===== config.mk =====
export PLATFORM = sky130hd
export DESIGN_NAME = uart_prog_loader
export DESIGN_NICKNAME = d
export VERILOG_FILES = /design/src/rtl/uart_prog_loader.sv
export SDC_FILE = /design/constraint.sdc
export NUM_CORES = 1
export LEC_CHECK = 0
export BUFFER_PORTS_ARGS = -buffer_cell sky130_fd_sc_hd__buf_4
export CAP_MARGIN = 20
export CORE_ASPECT_RATIO = 1.5
export CORE_MARGIN = 2
export CORE_UTILIZATION = 55
export DETAILED_ROUTE_END_ITERATION = 8
export HOLD_SLACK_MARGIN = 0.12
export PLACE_DENSITY = 0.82
export SYNTH_ARGS = -nofsm -noshare
export SYNTH_HDL_FRONTEND = slang
export SYNTH_SLANG_ARGS = --single-unit
export TNS_END_PERCENT = 100

===== constraint.sdc =====
create_clock -name clk -period 2.3 [get_ports clk]
set_clock_uncertainty 0.15 [all_clocks]
set_input_delay 0 -clock clk [delete_from_list [all_inputs] [get_ports clk]]
set_output_delay 0 -clock clk [all_outputs]
set_load 0.005 [all_outputs]

===== src/rtl/uart_prog_loader.sv =====
// Serial program loader: receives a framed image over 8N1 UART, writes it into
// the instruction ROM and holds the CPU in reset until the checksum verifies.
module uart_prog_loader #(
  parameter int unsigned CLKS_PER_BIT = 868,
  parameter int unsigned ADDR_W       = 6,
  parameter int unsigned TIMEOUT_CLKS = 1_000_000
) (
  input  logic              clk,
  input  logic              rst,
  input  logic              uart_rx,
  output logic              rom_we,
  output logic [ADDR_W-1:0] rom_addr,
  output logic [31:0]       rom_wdata,
  output logic              cpu_rst_n,
  output logic              busy,
  output logic              done,
  output logic              err
);

  localparam int unsigned     CntW    = $clog2(CLKS_PER_BIT);
  localparam logic [CntW-1:0] BitEnd  = CntW'(CLKS_PER_BIT - 1);
  localparam logic [CntW-1:0] HalfEnd = CntW'(CLKS_PER_BIT / 2 - 1);
  localparam int unsigned     Depth   = 1 << ADDR_W;

  typedef enum logic [1:0] {RxIdle, RxStart, RxData, RxStop} rx_state_e;
  typedef enum logic [2:0] {StIdle, StLen, StData, StCsum, StAbort} fr_state_e;

  // Receiver state
  logic            rx_meta_q, rx_sync_q, rx_prev_q;
  rx_state_e       rx_state_q, rx_state_d;
  logic [CntW-1:0] bit_cnt_q, bit_cnt_d;
  logic [2:0]      bit_idx_q, bit_idx_d;
  logic [7:0]      shreg_q, shreg_d;
  logic            byte_valid, frame_err;

  // Frame state
  fr_state_e   st_q, st_d;
  logic [7:0]  len_q, len_d, word_idx_q, word_idx_d, sum_q, sum_d;
  logic [1:0]  lane_q, lane_d;
  logic [31:0] asm_q, asm_d, to_cnt_q, to_cnt_d;
  logic        rom_we_q, rom_we_d;
  logic [ADDR_W-1:0] rom_addr_q, rom_addr_d;
  logic [31:0] rom_wdata_q, rom_wdata_d;
  logic        busy_q, busy_d, done_q, done_d, err_q, err_d;
  logic        hold_q, hold_d, cpu_rst_n_q, cpu_rst_n_d;
  logic        in_frame, to_hit, abort;

  // Two-flop synchronizer plus one delayed copy for falling-edge detection
  always_ff @(posedge clk) begin
    if (rst) begin
      rx_meta_q <= 1'b1;
      rx_sync_q <= 1'b1;
      rx_prev_q <= 1'b1;
    end else begin
      rx_meta_q <= uart_rx;
      rx_sync_q <= rx_meta_q;
      rx_prev_q <= rx_sync_q;
    end
  end

  // Receiver next state: start-bit qualify, 8 data bits LSB first, stop bit
  always_comb begin
    rx_state_d = rx_state_q;
    bit_cnt_d  = bit_cnt_q;
    bit_idx_d  = bit_idx_q;
    shreg_d    = shreg_q;
    byte_valid = 1'b0;
    frame_err  = 1'b0;
    unique case (rx_state_q)
      RxIdle: begin
        // Edge, not level, so a line held low after a framing error cannot retrigger
        if (rx_prev_q && !rx_sync_q) begin
          bit_cnt_d  = '0;
          rx_state_d = RxStart;
        end
      end
      RxStart: begin
        if (bit_cnt_q == HalfEnd) begin
          bit_cnt_d  = '0;
          bit_idx_d  = '0;
          rx_state_d = rx_sync_q ? RxIdle : RxData;
        end else begin
          bit_cnt_d = bit_cnt_q + CntW'(1);
        end
      end
      RxData: begin
        if (bit_cnt_q == BitEnd) begin
          bit_cnt_d = '0;
          shreg_d   = {rx_sync_q, shreg_q[7:1]};
          bit_idx_d = bit_idx_q + 3'd1;
          if (bit_idx_q == 3'd7) rx_state_d = RxStop;
        end else begin
          bit_cnt_d = bit_cnt_q + CntW'(1);
        end
      end
      RxStop: begin
        if (bit_cnt_q == BitEnd) begin
          rx_state_d = RxIdle;
          byte_valid = rx_sync_q;
          frame_err  = !rx_sync_q;
        end else begin
          bit_cnt_d = bit_cnt_q + CntW'(1);
        end
      end
      default: rx_state_d = RxIdle;
    endcase
  end

  // Receiver state register
  always_ff @(posedge clk) begin
    if (rst) begin
      rx_state_q <= RxIdle;
      bit_cnt_q  <= '0;
      bit_idx_q  <= '0;
      shreg_q    <= '0;
    end else begin
      rx_state_q <= rx_state_d;
      bit_cnt_q  <= bit_cnt_d;
      bit_idx_q  <= bit_idx_d;
      shreg_q    <= shreg_d;
    end
  end

  assign in_frame = (st_q == StLen) || (st_q == StData) || (st_q == StCsum);
  assign to_hit   = (TIMEOUT_CLKS != 0) && (to_cnt_q == 32'(TIMEOUT_CLKS - 1));

  // Frame FSM next state and registered outputs
  always_comb begin
    st_d        = st_q;
    len_d       = len_q;
    word_idx_d  = word_idx_q;
    sum_d       = sum_q;
    lane_d      = lane_q;
    asm_d       = asm_q;
    to_cnt_d    = to_cnt_q;
    rom_we_d    = 1'b0;
    rom_addr_d  = rom_addr_q;
    rom_wdata_d = rom_wdata_q;
    busy_d      = busy_q;
    done_d      = done_q;
    err_d       = err_q;
    hold_d      = hold_q;
    abort       = 1'b0;
    if (in_frame) to_cnt_d = byte_valid ? '0 : to_cnt_q + 32'd1;
    unique case (st_q)
      StIdle: begin
        if (byte_valid && shreg_q == 8'hA5) begin
          st_d     = StLen;
          busy_d   = 1'b1;
          hold_d   = 1'b1;
          done_d   = 1'b0;
          err_d    = 1'b0;
          to_cnt_d = '0;
        end
      end
      StLen: begin
        if (byte_valid) begin
          if (shreg_q == 8'h00 || 32'(shreg_q) > Depth) begin
            abort = 1'b1;
          end else begin
            len_d      = shreg_q;
            word_idx_d = '0;
            lane_d     = '0;
            sum_d      = '0;
            st_d       = StData;
          end
        end
      end
      StData: begin
        if (byte_valid) begin
          sum_d                     = sum_q + shreg_q;
          lane_d                    = lane_q + 2'd1;
          asm_d[{lane_q, 3'b000} +: 8] = shreg_q;
          if (lane_q == 2'd3) begin
            rom_we_d    = 1'b1;
            rom_addr_d  = ADDR_W'(word_idx_q);
            rom_wdata_d = {shreg_q, asm_q[23:0]};
            word_idx_d  = word_idx_q + 8'd1;
            if (word_idx_q == 8'(len_q - 8'd1)) st_d = StCsum;
          end
        end
      end
      StCsum: begin
        if (byte_valid) begin
          if (shreg_q == sum_q) begin
            st_d   = StIdle;
            done_d = 1'b1;
            busy_d = 1'b0;
            hold_d = 1'b0;
          end else begin
            abort = 1'b1;
          end
        end
      end
      StAbort: st_d = StIdle;
      default: st_d = StIdle;
    endcase
    if (in_frame && !byte_valid && (frame_err || to_hit)) abort = 1'b1;
    if (abort) begin
      st_d   = StAbort;
      err_d  = 1'b1;
      busy_d = 1'b0;
    end
    // hold stays set after an abort so a partially written image never runs
    cpu_rst_n_d = !hold_d;
  end

  // Frame state and output registers
  always_ff @(posedge clk) begin
    if (rst) begin
      st_q        <= StIdle;
      len_q       <= '0;
      word_idx_q  <= '0;
      sum_q       <= '0;
      lane_q      <= '0;
      asm_q       <= '0;
      to_cnt_q    <= '0;
      rom_we_q    <= 1'b0;
      rom_addr_q  <= '0;
      rom_wdata_q <= '0;
      busy_q      <= 1'b0;
      done_q      <= 1'b0;
      err_q       <= 1'b0;
      hold_q      <= 1'b0;
      cpu_rst_n_q <= 1'b0;
    end else begin
      st_q        <= st_d;
      len_q       <= len_d;
      word_idx_q  <= word_idx_d;
      sum_q       <= sum_d;
      lane_q      <= lane_d;
      asm_q       <= asm_d;
      to_cnt_q    <= to_cnt_d;
      rom_we_q    <= rom_we_d;
      rom_addr_q  <= rom_addr_d;
      rom_wdata_q <= rom_wdata_d;
      busy_q      <= busy_d;
      done_q      <= done_d;
      err_q       <= err_d;
      hold_q      <= hold_d;
      cpu_rst_n_q <= cpu_rst_n_d;
    end
  end

  assign rom_we    = rom_we_q;
  assign rom_addr  = rom_addr_q;
  assign rom_wdata = rom_wdata_q;
  assign cpu_rst_n = cpu_rst_n_q;
  assign busy      = busy_q;
  assign done      = done_q;
  assign err       = err_q;

endmodule

==> impl_metrics.env, run 1 <==
export IMPL_synth_area_leaders="dfxtp_1 (44%), nand2_1 (7.9%), a21oi_1 (7.2%)"
export IMPL_synth_edf_count=0
export IMPL_setup_viol=2
export IMPL_syn_nets=892
export IMPL_grt_pass1_wl_um=28400
export IMPL_finalCriticalPeriod_ps=2330
export IMPL_crit_chain="or3_4 -> o21a_4 -> or4b_1 -> buf_8 -> a221o_1"
export IMPL_ant_nets=0
export IMPL_yosys_area_top_type_share=0.437
export IMPL_ys_types=65
export IMPL_core_region_area_um2=12600
export IMPL_clock_fmax_mhz=429
export IMPL_dp_cells=1081
export IMPL_reg2reg_to="sum_q[6]$_SDFFE_PP0P_"
export IMPL_route_detailed_drc=0
export IMPL_yosysMostFrequentCell="dfxtp_1"
export IMPL_drive_gt1_frac=0.204
export IMPL_worst_pin_slew_ps=660
export IMPL_hpwl_um=11200
export IMPL_initial_core_util=0.565
export IMPL_synthToLayoutAreaGrowth_pct=24.2
export IMPL_htree_num_levels=4
export IMPL_cts_root_buf="clkbuf_16"
export IMPL_portBuffers=45
export IMPL_finalCritPeriodShare=1.01
export IMPL_grt_max_degree=63
export IMPL_rsz0062_at_grt="true"
export IMPL_violations="setup timing"
export IMPL_synth_common_cells="dfxtp_1 (155), nand2_1 (150), a21oi_1 (102)"
export IMPL_gp_congestion=0.955
export IMPL_maxSlewHeadroom=0.560
export IMPL_grt_antenna_before_repair=0
export IMPL_nets=980
export IMPL_holdWs_ps=157
export IMPL_crit_required_ps=2470
export IMPL_antenna_cells=0
export IMPL_drv_cap=0
export IMPL_fin_ws_ps=-33.5
export IMPL_slew_viol_final=0
export IMPL_clk_pin_slew_ps=70
export IMPL_gr_total_overflow=0
export IMPL_final_util=0.702
export IMPL_critPathCaptureType="flip-flop"
export IMPL_wirelength_um=17600
export IMPL_num_vias=6553
export IMPL_drt_pass1_iter_count=5
export IMPL_r2r_start="shreg_q[0]$_SDFFE_PP0P_"
export IMPL_via_per_inst=5.82
export IMPL_cts_buffers=17
export IMPL_async_reset_ff_frac=0
export IMPL_crit_end="sum_q[6]$_SDFFE_PP0P_"
export IMPL_status="finished with violations"
export IMPL_grt_pass1_vias=6192
export IMPL_cp_max_fo=14
export IMPL_hp_class="in -> reg"
export IMPL_syn_area_um2=7110
export IMPL_groute_usage_overall=0.245
export IMPL_hold_viol=0
export IMPL_crit_start="shreg_q[0]$_SDFFE_PP0P_"
export IMPL_seq_area_frac_synth=0.437
export IMPL_p_per_area_nw_per_um2=637
export IMPL_synth_avg_cell_area_um2=8.18
export IMPL_die_w_um=96.8
export IMPL_synth_seq_cells=155
export IMPL_row_count=50
export IMPL_num_io_pins=46
export IMPL_instances_no_fill=1126
export IMPL_r2r_slack_ps=-30
export IMPL_startpoint_type="flip-flop"
export IMPL_fp_dieH_um=143
export IMPL_power_leakage_nw=3.28
export IMPL_cts_num_sinks=155
export IMPL_yosysWarnings=0
export IMPL_vdd_drop_max_v=0.000437
export IMPL_arrival_ps=2510
export IMPL_tritoncts="built"
export IMPL_path_class="reg -> reg"
export IMPL_synth_top_area_cell="dfxtp_1"
export IMPL_slowest_stage="or4b_1"
export IMPL_dieArea_um2=13900
export IMPL_clockBufferDepth=2
export IMPL_power_mw=5.62
export IMPL_clk_latency_ps=430
export IMPL_synthFlopType="dfxtp_1"
export IMPL_ff2ff_path_depth=5
export IMPL_drt_iter0_markers=429
export IMPL_syn_instance_count=869
export IMPL_cpPeakStageDelay_ps=580
export IMPL_wl_per_cell_um=15.6
## critical path: cells and delay by family (launching register included)
family,cells,cell delay (ps)
compound gates,2,570
buf+inv,1,190
flops,1,340
simple gates,2,980
## routing by layer
metal	track usage	routed length, um	up-vias
met2	0.443	9220	201
met3	0.0524	764	63
met4	0.119	699	0
met1	0.272	6930	3084
met5	0	0	-
li1	-	-	3205
## state kept, by name, summed over array words and instances (netlist names), 2 cells and up, named ones only
register / count
shreg_q: 8
sum_q: 8
bit_idx_q: 3
st_q: 3
asm_q: 24
to_cnt_q: 32
len_q: 8
bit_cnt_q: 10
rom_addr: 6
lane_q: 2
rom_wdata: 32
word_idx_q: 8
## per-stage QoR
step           setup WS (ps)  setup TNS, ps  area, um2
2_1_floorplan           1.58              0       7110
5_1_grt                -80.4           -505       8820
3_5_place_dp           -93.4           -233       7940
3_3_place_gp           -94.9          -94.9       7940
4_1_cts                 23.1              0       8600
6_report               -33.5          -45.7       8820
## how the worst min path moves through the flow
stage | start | to | slack [ps] | cells past startpoint
final | uart_rx | rx_meta_q$_SDFF_PP1_ | 160 | 3
after global routing | uart_rx | rx_meta_q$_SDFF_PP1_ | 170 | 3
after CTS | uart_rx | rx_meta_q$_SDFF_PP1_ | 140 | 3
after detailed placement | uart_rx | rx_meta_q$_SDFF_PP1_ | 40 | 2
after global placement | uart_rx | rx_meta_q$_SDFF_PP1_ | 30 | 2
after floorplan | uart_rx | rx_meta_q$_SDFF_PP1_ | -50 | 1
## logic make-up (layout without fill, tap and decap cells)
| group | after synthesis | in the layout | synth area share |
|---|---|---|---|
| muxes | 14 | 14 | 0.0202 |
| adders and majority gates | 20 | 20 | 0.0363 |
| buffers and inverters | 69 | 170 | 0.0403 |
| AOI/OAI and AO/OA | 154 | 154 | 0.130 |
| xor gates and xnor gates | 46 | 46 | 0.0567 |
| and+or+nand+nor | 411 | 411 | 0.280 |
| DFF | 155 | 155 | 0.437 |
## cell type report
cell class | count | area (um2)
timing repair buffer | 121 | 976
tap | 156 | 195
sequential | 155 | 3110
clock buffer | 17 | 425
multi-input combinational | 645 | 3860
inverter | 17 | 63.8
fill | 891 | 3750
clock inverter | 15 | 191
## what timing repair did
item | CTS | global route
buffers inserted | 0 | 10
setup endpoints to repair | 11 | 75
gates cloned | 0 | 1
resized for setup | 6 | 35
hold endpoints to repair | 51 | 0
hold buffers | 2 | 0
pin swaps | 0 | 14
## cells in the final DEF, fill, tap and decap left out, types with 4 or more instances in the layout
| cell type | count |
|---|---|
| or2_2 | 6 |
| nand3b_1 | 6 |
| nor2_1 | 91 |
| ha_4 | 4 |
| nor2b_1 | 4 |
| nor3_1 | 20 |
| ha_1 | 15 |
| xor2_1 | 15 |
| buf_4 | 111 |
| clkinv_8 | 6 |
| or3_1 | 7 |
| dfxtp_1 | 147 |
| and2_1 | 4 |
| and3_1 | 12 |
| nor3b_1 | 6 |
| clkbuf_16 | 17 |
| mux2i_1 | 10 |
| o21ai_0 | 10 |
| nand4_1 | 41 |
| a21oi_1 | 99 |
| buf_12 | 4 |
| inv_1 | 17 |
| inv_8 | 4 |
| dfxtp_2 | 8 |
| nor4_1 | 7 |
| xnor2_1 | 31 |
| nand2_1 | 149 |
| o211a_1 | 5 |
| nand3_1 | 27 |
## power breakdown
part,internal [mW],switching (mW),leakage [nW]
combinational,0.0338,0.0678,1.73
clock,1.48,1.35,0.291
sequential,2.69,0.00374,1.25
(Power assumes the default switching activity.)
==> inputs of run 2 (changes only) <==
CORE_ASPECT_RATIO = 1.4   (was 1.5)
==> run 2 against run 1 <==
The run now ends clean. Cell count fell by 0.44%. Count of clock-buffer cells in the layout unchanged. Die area barely moved. Worst hold slack got worse by 9.7 ps. Via count unchanged. Combinational power rose by 7%. Critical path depth grew 1. Wire length is 0.26% higher. Global-route usage grew 1.2 points. Worst setup slack improved by 71 ps. Utilization decreased by 1.2 points. Fmax grew 3.2%. Highest routed layer unchanged.
==> impl_metrics.env, run 2 (same netlist as run 1, synthesis figures left out) <==
export IMPL_status="finished, final reports clean"
export IMPL_rsz0062_at_grt="true"
export IMPL_portBuffers=45
export IMPL_die_w_um=100
export IMPL_drv_cap=0
export IMPL_dp_cells=1080
export IMPL_clockBufferDepth=2
export IMPL_final_util=0.689
export IMPL_wirelength_um=17700
export IMPL_worstHoldStart="uart_rx"
export IMPL_worst_pin_slew_ps=377
export IMPL_clk_pin_slew_ps=70
export IMPL_arrival_ps=2430
export IMPL_crit_required_ps=2470
export IMPL_synthToLayoutAreaGrowth_pct=23.7
export IMPL_clk_latency_ps=430
export IMPL_grt_antenna_before_repair=0
export IMPL_path_class="reg -> reg"
export IMPL_crit_chain="ha_4 -> and4bb_1 -> nand4_1 -> or4b_4 -> buf_4 -> a221o_1"
export IMPL_grt_pass1_vias=6368
export IMPL_r2r_start="bit_cnt_q[1]$_SDFFE_PP0P_"
export IMPL_drive_gt1_frac=0.206
export IMPL_finalCriticalPeriod_ps=2260
export IMPL_drt_iter0_markers=430
export IMPL_via_per_inst=5.85
export IMPL_hpwl_um=11400
export IMPL_groute_usage_overall=0.257
export IMPL_cpPeakStageDelay_ps=600
export IMPL_grt_max_degree=56
export IMPL_nets=978
export IMPL_num_io_pins=46
export IMPL_most_common_layout_cells="dfxtp_1 (148), nand2_1 (147), buf_4 (110), a21oi_1 (101), nor2_1 (91)"
export IMPL_cts_buffers=17
export IMPL_wl_per_cell_um=15.8
export IMPL_crit_start="bit_cnt_q[1]$_SDFFE_PP0P_"
export IMPL_maxSlewHeadroom=0.748
export IMPL_fp_dieH_um=139
export IMPL_row_count=49
export IMPL_instances_no_fill=1121
export IMPL_startpoint_type="flip-flop"
export IMPL_cts_root_buf="clkbuf_16"
export IMPL_grt_pass1_wl_um=29100
export IMPL_hp_class="in -> reg"
export IMPL_final_common_cell="dfxtp_1"
export IMPL_htree_num_levels=4
export IMPL_antenna_cells=0
export IMPL_slew_viol_final=0
export IMPL_tritoncts="built"
export IMPL_finalCritPeriodShare=0.984
export IMPL_cts_num_sinks=155
export IMPL_drt_pass1_iter_count=6
export IMPL_core_region_area_um2=12800
export IMPL_hold_viol=0
export IMPL_cp_max_fo=3
export IMPL_slowest_stage="or4b_4"
export IMPL_clock_fmax_mhz=442
export IMPL_vdd_drop_max_v=0.000402
export IMPL_setup_viol=0
export IMPL_p_per_area_nw_per_um2=631
export IMPL_critPathCaptureType="flip-flop"
export IMPL_ant_nets=0
export IMPL_fillers=957
export IMPL_route_detailed_drc=0
export IMPL_power_leakage_nw=3.28
export IMPL_num_vias=6553
export IMPL_gp_congestion=0.849
export IMPL_initial_core_util=0.557
export IMPL_gr_total_overflow=0
export IMPL_dieArea_um2=13900
run 2: stage by stage:
stage / TNS (ps) / total power [mW] / setup WS [ps] / hold slack [ps] / area (um2)
3_3_place_gp: -310 / 2.85 / -310 / 35.1 / 7950
4_1_cts: -7.01 / 5.58 / -6.18 / 135 / 8640
6_report: 0 / 5.55 / 37.8 / 147 / 8790
5_1_grt: -53.2 / 5.71 / -22.4 / 182 / 8790
2_1_floorplan: 0 / 2.82 / 1.58 / -46.2 / 7110
3_5_place_dp: -427 / 2.85 / -406 / 38.0 / 7950
run 2: final timing paths:
| check | endpoint | slack [ps] | depth (start not counted) |
|---|---|---|---|
| worst max-delay path | sum_q[6]$_SDFFE_PP0P_ | 40 | 6 |
| worst min-delay path | rx_meta_q$_SDFF_PP1_ | 150 | 3 |
| worst max register to register | sum_q[6]$_SDFFE_PP0P_ | 40 | 6 |
| worst min register to register | rx_sync_q$_SDFF_PP1_ | 260 | 1 |
run 2: what timing repair did:
item	4_1_cts	5_1_grt
buffers inserted	2	4
hold buffers	3	0
gates resized for setup	10	30
endpoints found under the setup margin	51	60
endpoints found under the hold margin	56	0
pin swaps	0	9
run 2: area by class of cell:
class                   instances  area [um2]  share of cell area
inverters                      17        63.8             0.00726
clock inverters                15         169              0.0192
repair buffers                119         968               0.110
well taps                     153         191              0.0218
multi-input cells             645        3860               0.439
clock buffers                  17         425              0.0484
flip-flops and latches        155        3110               0.354
run 2: layer usage:
metal,up-vias,global-route usage,share of wire
met5,-,0,0
met4,0,0.122,0.031
met3,53,0.0581,0.054
met2,205,0.456,0.53
met1,3100,0.286,0.38
li1,3195,-,-
run 2: report_power, final:
part           leakage, nW  internal, mW  total, mW  switching (mW)
registers             1.25          2.69       2.69         0.00355
logic                 1.74        0.0376      0.109          0.0715
clock network        0.283          1.46       2.75            1.29
total                 3.28          4.18       5.55            1.37
run 2: worst max-delay path: cells and delay by family (launching register included):
| kind | cells | cell delay, ps |
|---|---|---|
| fa+ha+maj | 1 | 130 |
| buf+inv | 1 | 170 |
| compound gates | 1 | 320 |
| flops | 1 | 360 |
| simple gates | 3 | 1020 |
==> inputs of run 3 (changes only) <==
CAP_MARGIN = 0   (was 20)
CORE_UTILIZATION = 48   (was 55)
PLACE_DENSITY = 0.74   (was 0.82)
==> run 3 against run 2 <==
The run now ends with setup timing left. Via count is 3.2% lower. Sequential cell count stayed put. Clock power hardly changed. Combinational power is 6% lower. Cell count is 3.7% higher. First-iteration DRC count is 23% lower. Utilization is 8.0 points lower. Die area is 14% higher. Count of clock-buffer cells in the layout is 1 higher. Wire length is 6.3% lower. Sequential power hardly changed. Critical path type unchanged. Largest power group unchanged.
==> impl_metrics.env, run 3 (same netlist as run 1, synthesis figures left out) <==
export IMPL_status="finished with violations"
export IMPL_violations="setup timing"
export IMPL_finalInstanceArea_um2=8800
export IMPL_cts_root_buf="clkbuf_16"
export IMPL_dieArea_um2=15800
export IMPL_via_per_inst=5.46
export IMPL_fin_ws_ps=-77.5
export IMPL_fp_dieH_um=148
export IMPL_startpoint_type="flip-flop"
export IMPL_nets=983
export IMPL_power_leakage_nw=3.30
export IMPL_grt_antenna_before_repair=0
export IMPL_finalCritPeriodShare=1.03
export IMPL_cpPeakStageDelay_ps=420
export IMPL_setup_viol=4
export IMPL_fillers=1254
export IMPL_drive_gt1_frac=0.197
export IMPL_drt_pass1_iter_count=5
export IMPL_final_common_cell="dfxtp_1"
export IMPL_power_mw=5.58
export IMPL_arrival_ps=2600
export IMPL_slowest_stage="or3_1"
export IMPL_p_per_area_nw_per_um2=634
export IMPL_wl_per_cell_um=14.2
export IMPL_clk_latency_ps=430
export IMPL_path_class="reg -> reg"
export IMPL_most_common_layout_cells="dfxtp_1 (151), nand2_1 (149), buf_4 (115), a21oi_1 (98), nor2_1 (91)"
export IMPL_cts_num_sinks=155
export IMPL_groute_usage_overall=0.217
export IMPL_vdd_drop_max_v=0.000472
export IMPL_clockBufferDepth=2
export IMPL_cp_top_family="simple AND/OR/NAND/NOR gates"
export IMPL_slew_viol_final=0
export IMPL_worst_pin_slew_ps=582
export IMPL_hold_viol=0
export IMPL_cts_buffers=17
export IMPL_clock_fmax_mhz=421
export IMPL_gp_congestion=0.888
export IMPL_cp_max_fo=4
export IMPL_core_region_area_um2=14400
export IMPL_finalCriticalPeriod_ps=2380
export IMPL_post_place_ws_ps=-2.99
export IMPL_grt_pass1_vias=6160
export IMPL_hp_class="reg -> reg"
export IMPL_wirelength_um=16500
export IMPL_crit_chain="or3_4 -> o21a_1 -> buf_6 -> o31ai_4 -> nand4_1 -> or3_1 -> a21oi_2"
export IMPL_ant_nets=0
export IMPL_route_detailed_drc=0
export IMPL_antenna_cells=0
export IMPL_synthToLayoutAreaGrowth_pct=23.8
export IMPL_die_w_um=107
export IMPL_regArea_um2=3110
export IMPL_drt_iter0_markers=329
export IMPL_drv_cap=0
export IMPL_initial_core_util=0.492
export IMPL_gr_total_overflow=0
export IMPL_multi_input_area_um2=3810
export IMPL_tritoncts="built"
export IMPL_clk_pin_slew_ps=70
export IMPL_path_buf_inv=1
export IMPL_maxSlewHeadroom=0.612
export IMPL_portBuffers=45
export IMPL_num_vias=6343
export IMPL_critPathCaptureType="flip-flop"
export IMPL_holdWs_ps=277
export IMPL_grt_pass1_wl_um=27900
export IMPL_num_io_pins=46
export IMPL_rsz0062_at_grt="true"
export IMPL_htree_num_levels=4
export IMPL_place_area_um2=8040
export IMPL_crit_required_ps=2520
export IMPL_row_count=52
export IMPL_hpwl_um=11500
export IMPL_grt_max_degree=46
## run 3: cell count changes in the layout (fill, tap and decap cells not counted), sizes merged
| cell | delta |
|---|---|
| clkbuf | +1 |
| dlygate4sd3 | +1 |
| bufinv | +1 |
| buf | +4 |
| clkinv | -2 |
## run 3: repair_timing
item / in CTS / in global routing
pin swaps: 0 / 16
hold buffers: 3 / 0
setup endpoints to repair: 2 / 37
gates resized for setup: 3 / 25
setup buffers: 0 / 4
endpoints found under the hold margin: 36 / 0
## run 3: worst register-to-register path, stage by stage, from the launching register on
cell and delay (ps):
dfxtp_2 340, or3_4 390, o21a_1 220, buf_6 130
o31ai_4 330, nand4_1 210, or3_1 420, a21oi_2 130
## run 3: cell type report
cell class,count,share of cell area
Clock buffer,18,0.0499
Timing Repair Buffer,124,0.112
Tap cell,189,0.0269
Multi-Input combinational cell,645,0.433
Sequential cell,155,0.353
Inverter,17,0.00725
Clock inverter,14,0.0176
## run 3: final timing paths
| kind | slack [ps] | from | cells after the start | to |
|---|---|---|---|---|
| worst max-delay path | -80 | shreg_q[2]$_SDFFE_PP0P_ | 7 | word_idx_q[4]$_SDFFE_PP0P_ |
| worst min-delay path | 280 | rx_meta_q$_SDFF_PP1_ | 1 | rx_sync_q$_SDFF_PP1_ |
| worst max register to register | -80 | shreg_q[2]$_SDFFE_PP0P_ | 7 | word_idx_q[4]$_SDFFE_PP0P_ |
| worst min register to register | 280 | rx_meta_q$_SDFF_PP1_ | 1 | rx_sync_q$_SDFF_PP1_ |
## run 3: stage by stage
stage / cells / util / setup TNS [ps]
after global placement: 1123 / 0.557 / 0
after global routing: 1162 / 0.609 / -693
after CTS: 1158 / 0.601 / 0
final: 1162 / 0.609 / -180
after floorplan: 869 / - / 0
after detailed placement: 1123 / 0.557 / -3.88
## run 3: per-layer routing
metal / global-route usage / share of wire / vias to the layer above
li1: - / - / 3204
met1: 0.247 / 0.42 / 2996
met2: 0.381 / 0.52 / 101
met3: 0.0472 / 0.032 / 42
met4: 0.101 / 0.031 / 0
met5: 0 / 0 / -
## run 3: power by group
group          switching, mW  internal, mW  total [mW]  leakage, nW
logic                 0.0681        0.0337       0.102         1.76
clock network           1.22          1.56        2.78        0.286
registers            0.00317          2.69        2.69         1.25
